==> src/rtl/me_pkg.sv <==
// Shared types and constants for the motion-estimation scan controller.
package me_pkg;

    // Reference-pipeline move codes driven on ref_input_Control.
    typedef enum logic [1:0] {
        REF_UP1 = 2'b00,
        REF_UP8 = 2'b01,
        REF_DN1 = 2'b10,
        REF_DN8 = 2'b11
    } ref_ctrl_e;

    typedef enum logic [2:0] {
        StIdle,
        StLoadCurr,
        StRefFill,
        StScan,
        StDone
    } state_e;

    localparam logic CB_PLANES_12 = 1'b1;
    localparam logic CB_PLANES_34 = 1'b0;

    // Counter width for a range of n values, never narrower than one bit.
    function automatic int unsigned cnt_w(input int unsigned n);
        return (n > 1) ? $clog2(n) : 1;
    endfunction

endpackage

==> src/rtl/me_scan_ctrl_if.sv <==
// Control bus between the scan controller and the PE array / SAD accumulator.
interface me_scan_ctrl_if
    import me_pkg::*;
#(
    parameter int unsigned SR_W = 16,
    parameter int unsigned SR_H = 16
);
    localparam int unsigned XW = cnt_w(SR_W);
    localparam int unsigned YW = cnt_w(SR_H);

    logic          start;
    logic          hold;
    logic          busy;
    logic          done;
    logic          in_curr_enable;
    logic          CB_select;
    logic          change_curr;
    logic          change_ref;
    logic [1:0]    ref_input_Control;
    logic [1:0]    abs_Control;
    logic          sad_valid;
    logic [XW-1:0] cand_x;
    logic [YW-1:0] cand_y;
    logic [1:0]    cand_cb;

    modport master (
        input  start, hold,
        output busy, done, in_curr_enable, CB_select, change_curr, change_ref,
               ref_input_Control, abs_Control, sad_valid, cand_x, cand_y, cand_cb
    );

    modport slave (
        output start, hold,
        input  busy, done, in_curr_enable, CB_select, change_curr, change_ref,
               ref_input_Control, abs_Control, sad_valid, cand_x, cand_y, cand_cb
    );

endinterface

==> src/rtl/me_snake_addr.sv <==
// Snake-order candidate walker: even columns run downward, odd columns upward.
module me_snake_addr
    import me_pkg::*;
#(
    parameter int unsigned SR_W = 16,
    parameter int unsigned SR_H = 16,
    localparam int unsigned XW = cnt_w(SR_W),
    localparam int unsigned YW = cnt_w(SR_H)
) (
    input  logic          clk,
    input  logic          rst,
    input  logic          clear,
    input  logic          step,
    output logic [XW-1:0] x,
    output logic [YW-1:0] y,
    output ref_ctrl_e     move,
    output logic          last
);

    logic [XW-1:0] x_q;
    logic [YW-1:0] y_q;
    logic          up_q;
    logic          col_end;

    assign col_end = up_q ? (y_q == '0) : (y_q == YW'(SR_H - 1));
    assign last    = col_end && (x_q == XW'(SR_W - 1));
    assign x       = x_q;
    assign y       = y_q;

    always_comb begin
        move = REF_UP1;
        if (col_end) begin
            move = REF_DN1;
        end else if (up_q) begin
            move = REF_UP8;
        end else begin
            move = REF_DN8;
        end
    end

    always_ff @(posedge clk) begin
        if (rst || clear) begin
            x_q  <= '0;
            y_q  <= '0;
            up_q <= 1'b0;
        end else if (step && !last) begin
            if (col_end) begin
                x_q  <= x_q + 1'b1;
                up_q <= ~up_q;
            end else if (up_q) begin
                y_q <= y_q - 1'b1;
            end else begin
                y_q <= y_q + 1'b1;
            end
        end
    end

endmodule

==> src/rtl/me_scan_ctrl.sv <==
// Sequencer for the 8-column ME PE array: current-plane preload, reference fill,
// then a snake full search with the four current blocks time-multiplexed per position.
module me_scan_ctrl
    import me_pkg::*;
#(
    parameter int unsigned PE_ROWS = 8,
    parameter int unsigned SR_W    = 16,
    parameter int unsigned SR_H    = 16
) (
    input logic           clk,
    input logic           rst,
    me_scan_ctrl_if.master bus
);

    localparam int unsigned PW = cnt_w(2 * PE_ROWS);
    localparam int unsigned XW = cnt_w(SR_W);
    localparam int unsigned YW = cnt_w(SR_H);

    state_e        state_q, state_d;
    logic [PW-1:0] phase_q, phase_d;
    logic [1:0]    cb_q, cb_d;

    logic [XW-1:0] snake_x;
    logic [YW-1:0] snake_y;
    ref_ctrl_e     snake_move;
    logic          snake_last;
    logic          snake_step;
    logic          snake_clear;

    assign snake_step  = (state_q == StScan) && (cb_q == 2'd3) && !bus.hold;
    assign snake_clear = (state_q == StIdle) && bus.start && !bus.hold;

    me_snake_addr #(
        .SR_W (SR_W),
        .SR_H (SR_H)
    ) u_snake (
        .clk   (clk),
        .rst   (rst),
        .clear (snake_clear),
        .step  (snake_step),
        .x     (snake_x),
        .y     (snake_y),
        .move  (snake_move),
        .last  (snake_last)
    );

    always_comb begin
        state_d = state_q;
        phase_d = phase_q;
        cb_d    = cb_q;
        if (!bus.hold) begin
            case (state_q)
                StIdle: begin
                    if (bus.start) begin
                        state_d = StLoadCurr;
                        phase_d = '0;
                    end
                end
                StLoadCurr: begin
                    if (phase_q == PW'(2 * PE_ROWS - 1)) begin
                        state_d = StRefFill;
                        phase_d = '0;
                    end else begin
                        phase_d = phase_q + 1'b1;
                    end
                end
                StRefFill: begin
                    if (phase_q == PW'(PE_ROWS - 1)) begin
                        state_d = StScan;
                        phase_d = '0;
                        cb_d    = 2'd0;
                    end else begin
                        phase_d = phase_q + 1'b1;
                    end
                end
                StScan: begin
                    cb_d = cb_q + 1'b1;
                    if (cb_q == 2'd3 && snake_last) begin
                        state_d = StDone;
                    end
                end
                StDone:  state_d = StIdle;
                default: state_d = StIdle;
            endcase
        end
    end

    always_ff @(posedge clk) begin
        if (rst) begin
            state_q <= StIdle;
            phase_q <= '0;
            cb_q    <= 2'd0;
        end else begin
            state_q <= state_d;
            phase_q <= phase_d;
            cb_q    <= cb_d;
        end
    end

    // Outputs decode the registers; hold only masks the strobes, so tags stay put.
    always_comb begin
        bus.busy              = (state_q != StIdle);
        bus.done              = 1'b0;
        bus.in_curr_enable    = 1'b0;
        bus.CB_select         = CB_PLANES_34;
        bus.change_curr       = 1'b0;
        bus.change_ref        = 1'b0;
        bus.ref_input_Control = REF_UP1;
        bus.abs_Control       = 2'd0;
        bus.sad_valid         = 1'b0;
        bus.cand_x            = '0;
        bus.cand_y            = '0;
        bus.cand_cb           = 2'd0;
        case (state_q)
            StLoadCurr: begin
                bus.in_curr_enable = !bus.hold;
                bus.CB_select      = (phase_q < PW'(PE_ROWS)) ? CB_PLANES_12 : CB_PLANES_34;
                bus.change_curr    = !bus.hold && (phase_q == PW'(2 * PE_ROWS - 1));
            end
            StRefFill: begin
                bus.change_ref        = !bus.hold;
                bus.ref_input_Control = REF_DN8;
            end
            StScan: begin
                bus.sad_valid   = !bus.hold;
                bus.abs_Control = cb_q;
                bus.cand_cb     = cb_q;
                bus.cand_x      = snake_x;
                bus.cand_y      = snake_y;
                if (cb_q == 2'd3 && !snake_last) begin
                    bus.change_ref        = !bus.hold;
                    bus.ref_input_Control = snake_move;
                end
            end
            StDone:  bus.done = !bus.hold;
            default: ;
        endcase
    end

endmodule

==> src/flat_wrapper.sv <==
// flat-port wrapper written by rule: the top's interface ports become plain ports
module me_scan_ctrl_flat import me_pkg::*;
#(
    parameter int unsigned PE_ROWS = 8,
    parameter int unsigned SR_W    = 16,
    parameter int unsigned SR_H    = 16
)
  (clk, rst, bus_start, bus_hold, bus_busy, bus_done, bus_in_curr_enable, bus_CB_select, bus_change_curr, bus_change_ref, bus_ref_input_Control, bus_abs_Control, bus_sad_valid, bus_cand_x, bus_cand_y, bus_cand_cb);
  me_scan_ctrl_if #(.SR_W(SR_W), .SR_H(SR_H)) bus_i ();
  input logic clk;
  input logic rst;
  input wire logic [$bits(bus_i.start)-1:0] bus_start;
  input wire logic [$bits(bus_i.hold)-1:0] bus_hold;
  output wire logic [$bits(bus_i.busy)-1:0] bus_busy;
  output wire logic [$bits(bus_i.done)-1:0] bus_done;
  output wire logic [$bits(bus_i.in_curr_enable)-1:0] bus_in_curr_enable;
  output wire logic [$bits(bus_i.CB_select)-1:0] bus_CB_select;
  output wire logic [$bits(bus_i.change_curr)-1:0] bus_change_curr;
  output wire logic [$bits(bus_i.change_ref)-1:0] bus_change_ref;
  output wire logic [$bits(bus_i.ref_input_Control)-1:0] bus_ref_input_Control;
  output wire logic [$bits(bus_i.abs_Control)-1:0] bus_abs_Control;
  output wire logic [$bits(bus_i.sad_valid)-1:0] bus_sad_valid;
  output wire logic [$bits(bus_i.cand_x)-1:0] bus_cand_x;
  output wire logic [$bits(bus_i.cand_y)-1:0] bus_cand_y;
  output wire logic [$bits(bus_i.cand_cb)-1:0] bus_cand_cb;
  assign bus_i.start = bus_start;
  assign bus_i.hold = bus_hold;
  assign bus_busy = bus_i.busy;
  assign bus_done = bus_i.done;
  assign bus_in_curr_enable = bus_i.in_curr_enable;
  assign bus_CB_select = bus_i.CB_select;
  assign bus_change_curr = bus_i.change_curr;
  assign bus_change_ref = bus_i.change_ref;
  assign bus_ref_input_Control = bus_i.ref_input_Control;
  assign bus_abs_Control = bus_i.abs_Control;
  assign bus_sad_valid = bus_i.sad_valid;
  assign bus_cand_x = bus_i.cand_x;
  assign bus_cand_y = bus_i.cand_y;
  assign bus_cand_cb = bus_i.cand_cb;
  me_scan_ctrl #(.PE_ROWS(PE_ROWS), .SR_W(SR_W), .SR_H(SR_H)) u_core (.clk(clk), .rst(rst), .bus(bus_i));
endmodule
==> config.mk <==
export PLATFORM = sky130hd
export DESIGN_NAME = me_scan_ctrl_flat
export DESIGN_NICKNAME = d
export VERILOG_FILES = /design/src/rtl/me_pkg.sv /design/src/rtl/me_scan_ctrl_if.sv /design/src/rtl/me_snake_addr.sv /design/src/rtl/me_scan_ctrl.sv /design/src/flat_wrapper.sv
export SDC_FILE = /design/constraint.sdc
export NUM_CORES = 1
export LEC_CHECK = 0
export BUFFER_PORTS_ARGS = -buffer_cell sky130_fd_sc_hd__buf_2
export CELL_PAD_IN_SITES_DETAIL_PLACEMENT = 0
export CELL_PAD_IN_SITES_GLOBAL_PLACEMENT = 1
export CORE_UTILIZATION = 25
export DETAILED_ROUTE_END_ITERATION = 6
export PLACE_DENSITY = 0.64
export SETUP_SLACK_MARGIN = 0.3
export SLEW_MARGIN = 40
export SYNTH_ARGS = -nofsm -noshare
export SYNTH_HDL_FRONTEND = slang
export SYNTH_SLANG_ARGS = --single-unit
export TNS_END_PERCENT = 30
==> constraint.sdc <==
create_clock -name clk -period 5.8 [get_ports clk]
set_input_delay 1.16 -clock clk [delete_from_list [all_inputs] [get_ports clk]]
set_output_delay 1.16 -clock clk [all_outputs]
set_load 0.1 [all_outputs]
==> impl.org, run 1 <==
** Outcome
- The flow ran to the end, and the final reports show no timing, DRC or antenna violations.

** Setup path
- Worst R2R Setup Slack :: 3.91 ns
- Startpoint of the worst register-to-register path :: u_core.u_snake.y[3]$_SDFFE_PP0P_
- Crit Path Category :: reg -> out
- The largest single stage delay on the critical path is 0.54 ns.
- Measured in cells, the most critical reg-to-reg path has a length of 5.
- Worst r2r dst :: u_core.u_snake.x[2]$_SDFFE_PP0P_
- Required arrival time at the worst endpoint :: approximately 4.6 ns
- Data arrives at the worst endpoint at 2.21 ns.
- Type of element capturing the critical path :: output port
- Startpoint type of the worst setup path :: flip-flop
- Largest driver fanout on the critical path :: 8
- Cells traversed along the worst timing path :: or4_4, mux2_4, nand2b_1, nand3_1, a21oi_1, buf_2
- Slowest-stage cell, CP :: sky130_fd_sc_hd__or4_4

** Synth
- Counting distinct cell types in the post-synthesis netlist gives 46.
- Synthesized area divided by synthesized cell count :: between 8 and 9 um2
- The synthesized netlist devotes between 30% and 40% of its cell area to simple gates.
- Seq cells post-synth :: 18
- Summing the areas of all xor and xnor instances in the mapped netlist gives 7.172% of the synthesized area.
- Sequential share of the synthesized area :: around 30%
- Combinational family with the most area after synthesis :: simple AND/OR/NAND/NOR gates
- Post-synth net total :: 159
- Mapped Area :: 1221 um2
- Mux contribution to synthesized area :: 3.689%
- Synthesis handed over a netlist of 149 instances.
- Yosys printed 0 warnings.
- Post-Synth Adder-Cell Area :: under 10%
- The synthesized netlist devotes 15.68% of its cell area to compound gates.

** Power and ir drop
- Summed over all nets, the switching power comes to roughly 0.00010 W.
- Maximum VDD drop :: 0.08491 mV
- In this run, flip-flops and latches consume 46.7% of the power.
- The clock network burns 30.5% of the power.
- In this run the static leakage power is 0.5678 nW.
- Of the total power, the share spent switching nets is between 30% and 40%.
- The internal portion of the total power is 0.0001849 W.
- Of the total power, combinational logic draws 22.8%.
- Power spread over the standard cell area amounts to ~200 nW/um2.

** Clock network
- TritonCTS built the clock tree.
- Quantity of hold-fixing buffers added after cts :: 0
- Post-cts sizing count :: 0
- CTS saw 18 sinks.
- Htree depth :: 1
- Clock buffer count from CTS :: 3
- The later pin in the worst-skew pair is clocked with a latency of 0.25 ns.
- Number of buffers on the longest clock path :: 2
- Clock root cell :: sky130_fd_sc_hd__clkbuf_8
- Buffers inserted by post-CTS timing repair :: 0
- After clock tree synthesis, the clock-pin slew on the worst setup and hold paths is 0.07 ns.

** Routing
- After detailed routing, the number of remaining DRC violations is 0.
- The final layout contains routed wiring with a total length of between 2000 and 3000 um.
- Via total after detailed routing :: 1,042
- Before antenna repair, the detailed router went through 4 iterations.
- Via/cell ratio :: 4.491
- After detailed routing, the average wire length per cell comes to ~12 um.
- Detailed router's first-iteration violation count :: about 110
- The count of nets left with antenna violations once routing finished came out at 0.

** GRT
- The first global-routing pass estimated 4547 um of wire.
- GRT Resource Usage Total :: 11.07%
- Maximum number of pins on one net before global-route repair :: 18
- Overflow left after global routing :: 0
- Vias in the first global route :: slightly below 1k
- The number of antenna violations at the first check in global routing was 0.

** Timing
- Final Hold Fails :: 0
- For the pin with the worst max-slew slack, the measured transition is 0.5565 ns.
- After layout, the worst path uses 58.09% of the clock period.
- Normalized max-slew margin :: 62.85%
- The clock arrives with 0.002158 ns of skew.
- Number of slew-limit violations in the final report :: 0
- Based on the critical path, the design can be clocked at up to 296.8 MHz.
- Count of final setup violators :: 0
- Min Tclk post-route :: 3.369 ns
- RSZ-0062 raised after global routing :: no
- Setup TNS :: 0 ns

** Die
- The die is 71.89 um wide.
- Number of standard-cell rows in the floorplan :: 25
- The die covers 5168 um2.
- Ports placed on the boundary :: 25
- Core area :: 4723 um2
- Die Ht :: slightly above 70 um
- Initial Util :: between 20% and 30%

** Final layout
- Summing all multi-input logic gate instances after layout gives 783.3 um2.
- In the final layout, the share of cells above drive strength 1 is 24.24%.
- Summing all non-filler instances in the final layout gives an area of between 1000 and 1500 um2.
- Diode count :: 0
- For this run, the share of the core covered by cells in the final layout is between 30% and 40%.
- Relative to the synthesized area, the layout overhead comes to 16.19%.
- In the final layout, flip-flops and latches occupy between 300 and 400 um2.
- Filler cells :: 521
- Most used cells in the layout excluding fill and tap cells :: sky130_fd_sc_hd__buf_2 (24), sky130_fd_sc_hd__dfxtp_1 (18), sky130_fd_sc_hd__nor2_1 (17)
- Total number of nets in the final design :: around 180
- Leading cell type in the layout, fill and taps excluded :: sky130_fd_sc_hd__buf_2

** Placement
- RePlAce Congestion :: 0.7408
- After detailed placement, the total cell area comes to 1373 um2.
- Input and output buffers added on the ports amount to 24.
- Post-detail-place hpwl :: about 2000 um

** Flow run
- Max-Cap Viols :: 0

** Min path
- The worst hold path belongs to the class reg -> reg.
- In this run the most critical hold path is launched from u_core.cb_q[1]$_SDFFE_PP0P_.
- Hold Path Stages :: 2
- Terminating pin of the worst hold path :: u_core.cb_q[1]$_SDFFE_PP0P_
[power groups by stage]
stage               Combinational (W)   Clock, W  Sequential, W
floorplan                   0.0000598          0       0.000130
global placement            0.0000656          0       0.000136
detailed placement          0.0000648          0       0.000135
CTS                         0.0000648  0.0000923       0.000133
global route                0.0000697  0.0000972       0.000134
finish                      0.0000651  0.0000869       0.000133
[Yosys cell counts (all sizes together)]
library cell	n	area, um2
ha	5	62.56
dfxtp	18	360.4
o31ai	1	7.510
nor2	19	76.32
buf	4	31.27
nor3	7	46.30
xnor2	9	78.83
mux2	1	15.01
or4	1	11.26
nand4	1	6.260
clkbuf	7	26.28
nor4	3	25.02
and4	1	8.760
inv	8	30.03
xor2	1	8.760
and4bb	1	12.51
mux2i	3	30.03
and3	3	23.77
a31o	2	17.52
a31oi	2	12.51
a21o	1	7.510
a21boi	1	7.510
a22oi	1	7.510
nand2b	2	12.51
nor2b	1	6.260
or3	1	6.260
nand3	4	20.02
o21bai	1	7.510
o21ai	5	25.02
fa	1	20.02
o2111ai	1	8.760
a211oi	4	40.03
and2	10	62.56
nand2	9	33.78
nor4b	1	15.01
a21oi	8	40.04
o211a	1	10.01
[stage by stage]
step	std cells	power (W)	setup slack [ns]	hold slack (ns)
2_1_floorplan	149	0.0001895	0.4725	0.4379
3_3_place_gp	229	0.0002016	2.546	0.4679
3_5_place_dp	229	0.0002002	2.500	0.4680
4_1_cts	232	0.0002897	2.421	0.4806
5_1_grt	232	0.0003007	2.297	0.4967
6_report	232	0.0002851	2.431	0.4815
[worst max-delay path: cells and delay by family (launching register included)]
kind	cells	cell delay [ns]
simple gates	3	0.86
flops	1	0.35
mux	1	0.34
buf+inv	1	0.32
compound gates	1	0.07
[flip-flops by register name (all words and copies together), names as in the netlist]
register             flops
u_core.state_q           3
u_core.phase_q           4
u_core.u_snake.x         4
u_core.cb_q              2
u_core.u_snake.y         4
u_core.u_snake.up_q      1
[cell type report]
class | count | area share (%)
inverter | 8 | 2.116
timing repair buffer | 24 | 8.466
sequential | 18 | 25.40
multi-input combinational | 112 | 55.20
clock buffer | 3 | 2.910
tap | 67 | 5.908
[routing by layer]
layer,part of all wire [%],up-vias,GRT usage [%],wire [um]
met1,52,468,14.58,1396
met5,0,-,0,0
met3,5.0,4,3.472,133
li1,-,551,-,-
met4,0.86,0,2.614,23
met2,42,19,17.71,1116
[worst max-delay path by stage]
stage / end / cells past startpoint / from
after floorplan: bus_done / 2 / bus_hold
after global placement: bus_sad_valid / 3 / bus_hold
after detailed placement: bus_sad_valid / 3 / bus_hold
after CTS: bus_ref_input_Control[1] / 6 / u_core.u_snake.y[3]$_SDFFE_PP0P_
after global routing: bus_ref_input_Control[1] / 6 / u_core.u_snake.y[0]$_SDFFE_PP0P_
final: bus_ref_input_Control[1] / 6 / u_core.u_snake.y[3]$_SDFFE_PP0P_
[cell families after synthesis]
| group | count (synthesis) |
|---|---|
| compound gates | 28 |
| xor+xnor | 10 |
| fa+ha+maj | 6 |
| flops | 18 |
| mux | 4 |
| buf+inv | 19 |
| simple gates | 64 |
Note: power is estimated with default switching activity, not from simulation.
==> run 2: changes to the inputs <==
PLACE_DENSITY = 0.66   (was 0.64)
clock period = 2.9 ns   (was 5.8 ns; I/O delays follow)
==> run 2 against run 1 <==
Effect of this change: hold slack got worse by 0.0033 ns; clock skew increased by 0.0058 ns; flip-flop and latch count unchanged; via count increased by 2.1%.
==> impl.org, run 2 (synthesis results as in run 1) <==
** Outcome
- Status :: finished clean

** Clock network
- CTS built an H-tree with a depth of 1.
- CTS sink cnt :: 18
- Clock latency at the later pin of the worst-skew pair :: 0.26 ns
- TritonCTS built the clock tree.
- In this run the deepest clock path goes through 2 buffers.
- TritonCTS created 3 clock buffers.
- Clock root cell :: sky130_fd_sc_hd__clkbuf_8
- Clock slew seen by the registers of the worst setup and hold paths :: 0.08 ns

** Die
- The floorplan step set the die width to 71.89 um.
- Area of the die :: 5168 um2
- Core area :: 4723 um2
- The floorplan step set the die height to 71.89 um.
- After floorplanning, the core was divided into 25 placement rows.
- Initial Util :: approximately 26%
- Ports placed on the boundary :: 25

** Setup path
- For the worst setup path, the data arrival time is 1.94 ns.
- Critical path launch point :: u_core.u_snake.y[3]$_SDFFE_PP0P_
- The startpoint identified for the worst register-to-register timing path is u_core.u_snake.y[3]$_SDFFE_PP0P_.
- Worst R2R Setup Slack :: 0.94 ns
- Data on the critical path is required at its endpoint by 2.32 ns.
- In this design, the stage delay of the slowest critical-path cell is 0.53 ns.
- Crit Path Category :: reg -> out
- For the worst flop-to-flop path, the logic depth is 6.
- STA classifies the critical path startpoint as a flip-flop.
- Cells traversed along the worst timing path :: or4_4, mux2_4, nand2b_4, nand3_1, a21oi_1, buf_6
- Largest driver fanout on the critical path :: 5
- Type of element capturing the critical path :: output port
- Worst r2r dst :: u_core.u_snake.x[1]$_SDFFE_PP0P_
- Number of buffer and inverter instances along the worst setup path :: 1
- Slowest-stage cell, CP :: sky130_fd_sc_hd__or4_4
- The cell family contributing the most delay on the critical path is simple AND/OR/NAND/NOR gates.

** Timing
- Setup repair after global routing left no endpoint under its margin.
- The worst path uses 86.81% of the clock period.
- Setup violations remaining at the end of the flow were counted as 0.
- The number of max-slew violations in the final report came to 0.
- The final-report hold violation count is 0.
- Normalized max-slew margin :: 65.69%
- Transition time at the pin with the least slew margin :: 0.5116 ns
- For the finished layout, the period the worst path requires is 2.518 ns.
- Across the routed clock network, the largest skew measured is 0.007966 ns.
- On the final layout, the worst hold slack is 0.4782 ns.
- Static timing analysis puts the maximum clock frequency at 397.2 MHz.

** Min path
- The worst hold path begins at u_core.cb_q[1]$_SDFFE_PP0P_.
- Hold Path Stages :: 2
- The worst hold path terminates at u_core.cb_q[1]$_SDFFE_PP0P_.
- Class of the tightest hold or removal check :: reg -> reg

** Placement
- RePlAce Congestion :: 0.7084
- In this run the tool buffered the top-level ports with 24 buffer cells.
- The wire-length estimate of the detail-placed layout is 1975 um.

** Routing
- After detailed routing, the number of remaining DRC violations is 0.
- The detailed router placed 1,064 vias in this run.
- In the final routed layout, each cell accounts on average for about 12 um.
- Number of iterations in the first detailed-routing pass :: 4
- Detailed router's first-iteration violation count :: 50
- Via/cell ratio :: around 4.5
- Total Wirelength :: between 2000 and 3000 um
- Antenna-violating nets left :: 0

** Final layout
- Diode count :: 0
- Ratio of cells with drive above 1 in the final layout :: roughly 30%
- Relative to the synthesized area, the layout overhead comes to 23.16%.
- Total number of nets in the final design :: 181
- Most used cells in the layout excluding fill and tap cells :: sky130_fd_sc_hd__buf_2 (22), sky130_fd_sc_hd__nor2_1 (17), sky130_fd_sc_hd__dfxtp_1 (16)
- Leading cell type in the layout, fill and taps excluded :: sky130_fd_sc_hd__buf_2
- Filler cells :: 507

** Power and ir drop
- Power per cell area :: 410.8 nW/um2
- Total power for the finished layout comes to between 0.0006 and 0.0007 W.
- Maximum VDD drop :: 0.1477 mV
- Leakage power total :: 0.6084 nW

** GRT
- The first global-routing pass estimated 4657 um of wire.
- GRT Resource Usage Total :: 11.61%
- The number of antenna violations at the first check in global routing was 0.
- Overflow left after global routing :: 0
- Entering global routing, the biggest net connects 13 pins.
- The number of global-route vias before repair is about 1.0k.

** Flow run
- Max-Cap Viols :: 0
[run 2: changes by cell type in the layout (fill, tap and decap cells not counted), moves of 2 or more]
cell	delta
sky130_fd_sc_hd__buf_2	-2
sky130_fd_sc_hd__buf_4	+4
sky130_fd_sc_hd__buf_6	+2
sky130_fd_sc_hd__dfxtp_1	-2
sky130_fd_sc_hd__dfxtp_2	+2
[run 2: power by group]
part	internal [W]	switching, W
logic	0.0000328	0.000114
registers	0.000251	0.00000856
clock network	0.000121	0.0000904
total	0.000405	0.000213
[run 2: worst min-delay path: cells and delay by family (launching register included)]
kind	cells	cell delay (ns)
AO/OA/AOI/OAI	1	0.05
flip-flops	1	0.33
AND/OR/NAND/NOR	1	0.06
[run 2: worst max path at each step]
stage                               endpoint  slack [ns]  cells past startpoint
floorplan           bus_ref_input_Control[1]       -0.23                      6
global placement    bus_ref_input_Control[1]        0.48                      6
detailed placement  bus_ref_input_Control[1]        0.45                      6
CTS                 bus_ref_input_Control[1]        0.31                      6
global route                  bus_change_ref        0.32                      6
finish              bus_ref_input_Control[1]        0.38                      6
[run 2: metrics by stage]
step	instances	util, %	worst slack, ns	instance area [um2]	setup TNS, ns
finish	237	31.84	0.3824	1504	0
global route	237	31.84	0.3179	1504	0
CTS	237	31.52	0.3090	1489	0
detailed placement	231	29.75	0.4494	1405	0
global placement	231	29.75	0.4761	1405	0
floorplan	149	-	-0.2336	1244	-0.9937
[run 2: timing repair]
action,CTS,global route
gates resized for setup,5,3
buffers inserted,2,0
hold buffers,0,0
gates cloned,0,0
endpoints found under the setup margin,2,8
hold endpoints to repair,0,0
[run 2: cell type report]
cell class	instances	area (um2)	share of cell area (%)
sequential	18	362.8	24.13
inverter	8	30.03	1.997
clock buffer	4	55.05	3.661
tap	67	83.83	5.574
timing repair buffer	28	162.7	10.82
multi-input combinational	112	809.5	53.83
[run 2: routing by layer]
| metal | track usage, % | vias to the layer above | part of all wire [%] |
|---|---|---|---|
| met5 | 0 | - | 0 |
| met4 | 3.922 | 0 | 1.2 |
| met3 | 4.167 | 2 | 4.2 |
| met2 | 17.61 | 21 | 44 |
| met1 | 15.31 | 484 | 51 |
| li1 | - | 557 | - |
==> run 3: changes to the inputs <==
GPL_TIMING_DRIVEN = 0   (was unset)
SLEW_MARGIN = 20   (was 40)
==> run 3 against run 2 <==
Effect of this change: highest routed layer unchanged; final cell count is 5.1% higher; clock skew down 0.0038 ns; first-iteration DRC count is 14% lower; die area is the same; largest cell class unchanged; sequential share of layout area shrank 0.95 points.
==> impl.org, run 3 (synthesis results as in run 1) <==
** Outcome
- The run finished with clean final reports.

** Die
- Core area :: 4723 um2
- In this run the horizontal extent of the chip is 71.89 um.
- Area of the die :: 5168 um2
- Number of standard-cell rows in the floorplan :: 25
- Die Ht :: 71.89 um
- Initial Util :: 25.85%
- In this run the count of I/O pins placed on the die edge is 25.

** Routing
- Total Wirelength :: 2748 um
- Detailed router's first-iteration violation count :: 43
- For this block, the via count after detailed routing is 1,120.
- Detail-routed net length per standard cell :: 11.04 um
- The detail route stage leaves a number of antenna-violating nets equal to 0.
- Dividing the detail-routed via count by the number of cells gives 4.498.
- Before antenna repair, the detailed router went through 4 iterations.
- After detailed routing, the number of remaining DRC violations is 0.

** Timing
- Setup skew after layout :: 0.004182 ns
- For this run, the top clock speed supported by timing is 385.2 MHz.
- Setup total negative slack on the finished layout was measured at 0 ns.
- The final-report hold violation count was 0.
- Measured against its own limit, the worst slew margin works out to 45.41%.
- The number of max-slew violations in the final report came to 0.
- The final critical path takes up 89.52% of the cycle.
- RSZ-0062 raised after global routing :: yes
- For the finished layout, the period the worst path requires is roughly 2.6 ns.
- Setup violations remaining at the end of the flow were counted as 0.
- For the pin with the worst max-slew slack, the measured transition is 0.8119 ns.

** Setup path
- Cells traversed along the worst timing path :: or4_4, mux2_4, nand2b_4, nand3_1, a21oi_1, buf_6
- Required arrival time at the worst endpoint :: 2.32 ns
- Startpoint of the worst register-to-register path :: u_core.u_snake.y[3]$_SDFFE_PP0P_
- For the worst setup path, the data arrival time is ~2.0 ns.
- Largest driver fanout on the critical path :: 6
- Slowest-stage cell, CP :: sky130_fd_sc_hd__or4_4
- Type of element capturing the critical path :: output port
- The critical path in this run is classified as reg -> out.
- Startpoint type of the worst setup path :: flip-flop
- The most critical setup path has its startpoint at u_core.u_snake.y[3]$_SDFFE_PP0P_.
- On the worst path, the slowest cell contributes a delay of 0.53 ns.

** Final layout
- The top cell types in the final layout, fill and taps aside, are sky130_fd_sc_hd__nor2_1 (17), sky130_fd_sc_hd__buf_2 (16), sky130_fd_sc_hd__dfxtp_1 (15).
- Total number of nets in the final design :: 193
- Post-Layout Inst Area :: 1593 um2
- FF/Latch Area :: approximately 370 um2
- The layout has 509 filler cells.
- Count of placed standard cells in the final layout, fillers left out :: 249
- Synthesis-to-layout area growth :: 30.43%
- Ratio of cells with drive above 1 in the final layout :: 31.87%
- Area used by multi-input combinational logic :: roughly 800 um2
- The library cell used most frequently in the layout, excluding fill and tap cells, is sky130_fd_sc_hd__nor2_1.
- Diode count :: 0

** GRT
- Overflow left after global routing :: 0
- The first global-routing pass estimated ~4700 um of wire.
- Entering global routing, the biggest net connects 11 pins.
- The number of antenna violations at the first check in global routing came to 0.
- The number of global-route vias before repair is 1,032.
- Global routing used 11.57% of the available tracks.

** Clock network
- Clock buffer count from CTS :: 3
- TritonCTS built the clock tree.
- CTS sink cnt :: 18
- The clock reaches the later pin of the worst-skew pair after 0.26 ns.
- Clock root cell :: sky130_fd_sc_hd__clkbuf_8
- After clock tree synthesis, the clock-pin slew on the worst setup and hold paths is about 0.07 ns.
- The clock passes through at most 2 buffers.
- In this run the number of H-tree levels came out at 1.

** Power and ir drop
- For this design the ratio of total power to cell area is 384.2 nW/um2.
- In this run the static leakage power is 0.6557 nW.
- Total power :: 0.0006119 W
- Maximum VDD drop :: between 0.15 and 0.2 mV

** Placement
- Placed insts :: 239
- At the end of routability-driven placement, the weighted congestion stood at 0.7215.
- Summing all placed instances gives a cell area of 1443 um2.
- The count of buffers added on input and output ports is 23.
- Post-detail-place hpwl :: around 2000 um

** Flow run
- Max-cap violations in this run came to 0.

** Min path
- In this run the most critical hold path is launched from u_core.cb_q[1]$_SDFFE_PP0P_.
- The path class of the tightest hold or removal check is reg -> reg.
==> run 3: cell types whose count changed in the layout (fill, tap and decap cells not counted), sizes merged <==
cell	previous run	this run
buf	28	32
clkbuf	4	12
==> run 3: through the flow <==
stage                     hold WS (ns)  utilization (%)  setup slack [ns]
after CTS                       0.4735            32.40            0.2527
after global placement          0.4619            30.54           0.04423
after floorplan                 0.4379                -           -0.2336
final                           0.4711            33.72            0.3040
after global routing            0.5122            33.72            0.2176
after detailed placement        0.4645            30.54           0.04335
==> run 3: path summary, 6_finish.rpt <==
check	end	slack, ns	depth (start not counted)
worst max-delay path	bus_ref_input_Control[1]	0.30	6
worst max register to register	u_core.u_snake.x[1]$_SDFFE_PP0P_	0.92	6
worst min register to register	u_core.cb_q[1]$_SDFFE_PP0P_	0.47	2
worst min-delay path	u_core.cb_q[1]$_SDFFE_PP0P_	0.47	2
==> run 3: power by group <==
part	leakage (nW)	internal, W	total (W)	switching [W]
Combinational	0.480	0.0000321	0.000151	0.000119
Sequential	0.147	0.000249	0.000252	0.00000310
Clock	0.0288	0.000121	0.000208	0.0000873
Total	0.656	0.000402	0.000612	0.000210
==> run 3: area by class of cell <==
cell class / instances / area share [%]
Multi-Input combinational cell: 112 / 50.43
Sequential cell: 18 / 23.17
Timing Repair Buffer: 29 / 11.78
Tap cell: 67 / 5.263
Buffer: 11 / 4.006
Clock buffer: 4 / 3.456
Inverter: 8 / 1.885
==> run 3: critical path, delay by kind of cell, from the launching register on <==
| kind | cells | cell delay [ns] |
|---|---|---|
| compound gates | 1 | 0.09 |
| buf+inv | 1 | 0.22 |
| flops | 1 | 0.35 |
| mux | 1 | 0.32 |
| simple gates | 3 | 0.79 |
==> run 3: repair_timing <==
| item | CTS | global route |
|---|---|---|
| hold buffers | 0 | 0 |
| endpoints found under the setup margin | 14 | 12 |
| pin swaps | 0 | 1 |
| hold endpoints to repair | 0 | 0 |
| buffers inserted | 0 | 6 |
| resized for setup | 12 | 10 |
==> run 3: per-layer routing <==
metal / global-route usage (%) / share of wire, % / vias up
met2: 18.45 / 45 / 24
li1: - / - / 582
met3: 3.194 / 4.4 / 2
met1: 15.38 / 50 / 512
met5: 0 / 0 / -
met4: 3.268 / 1.0 / 0
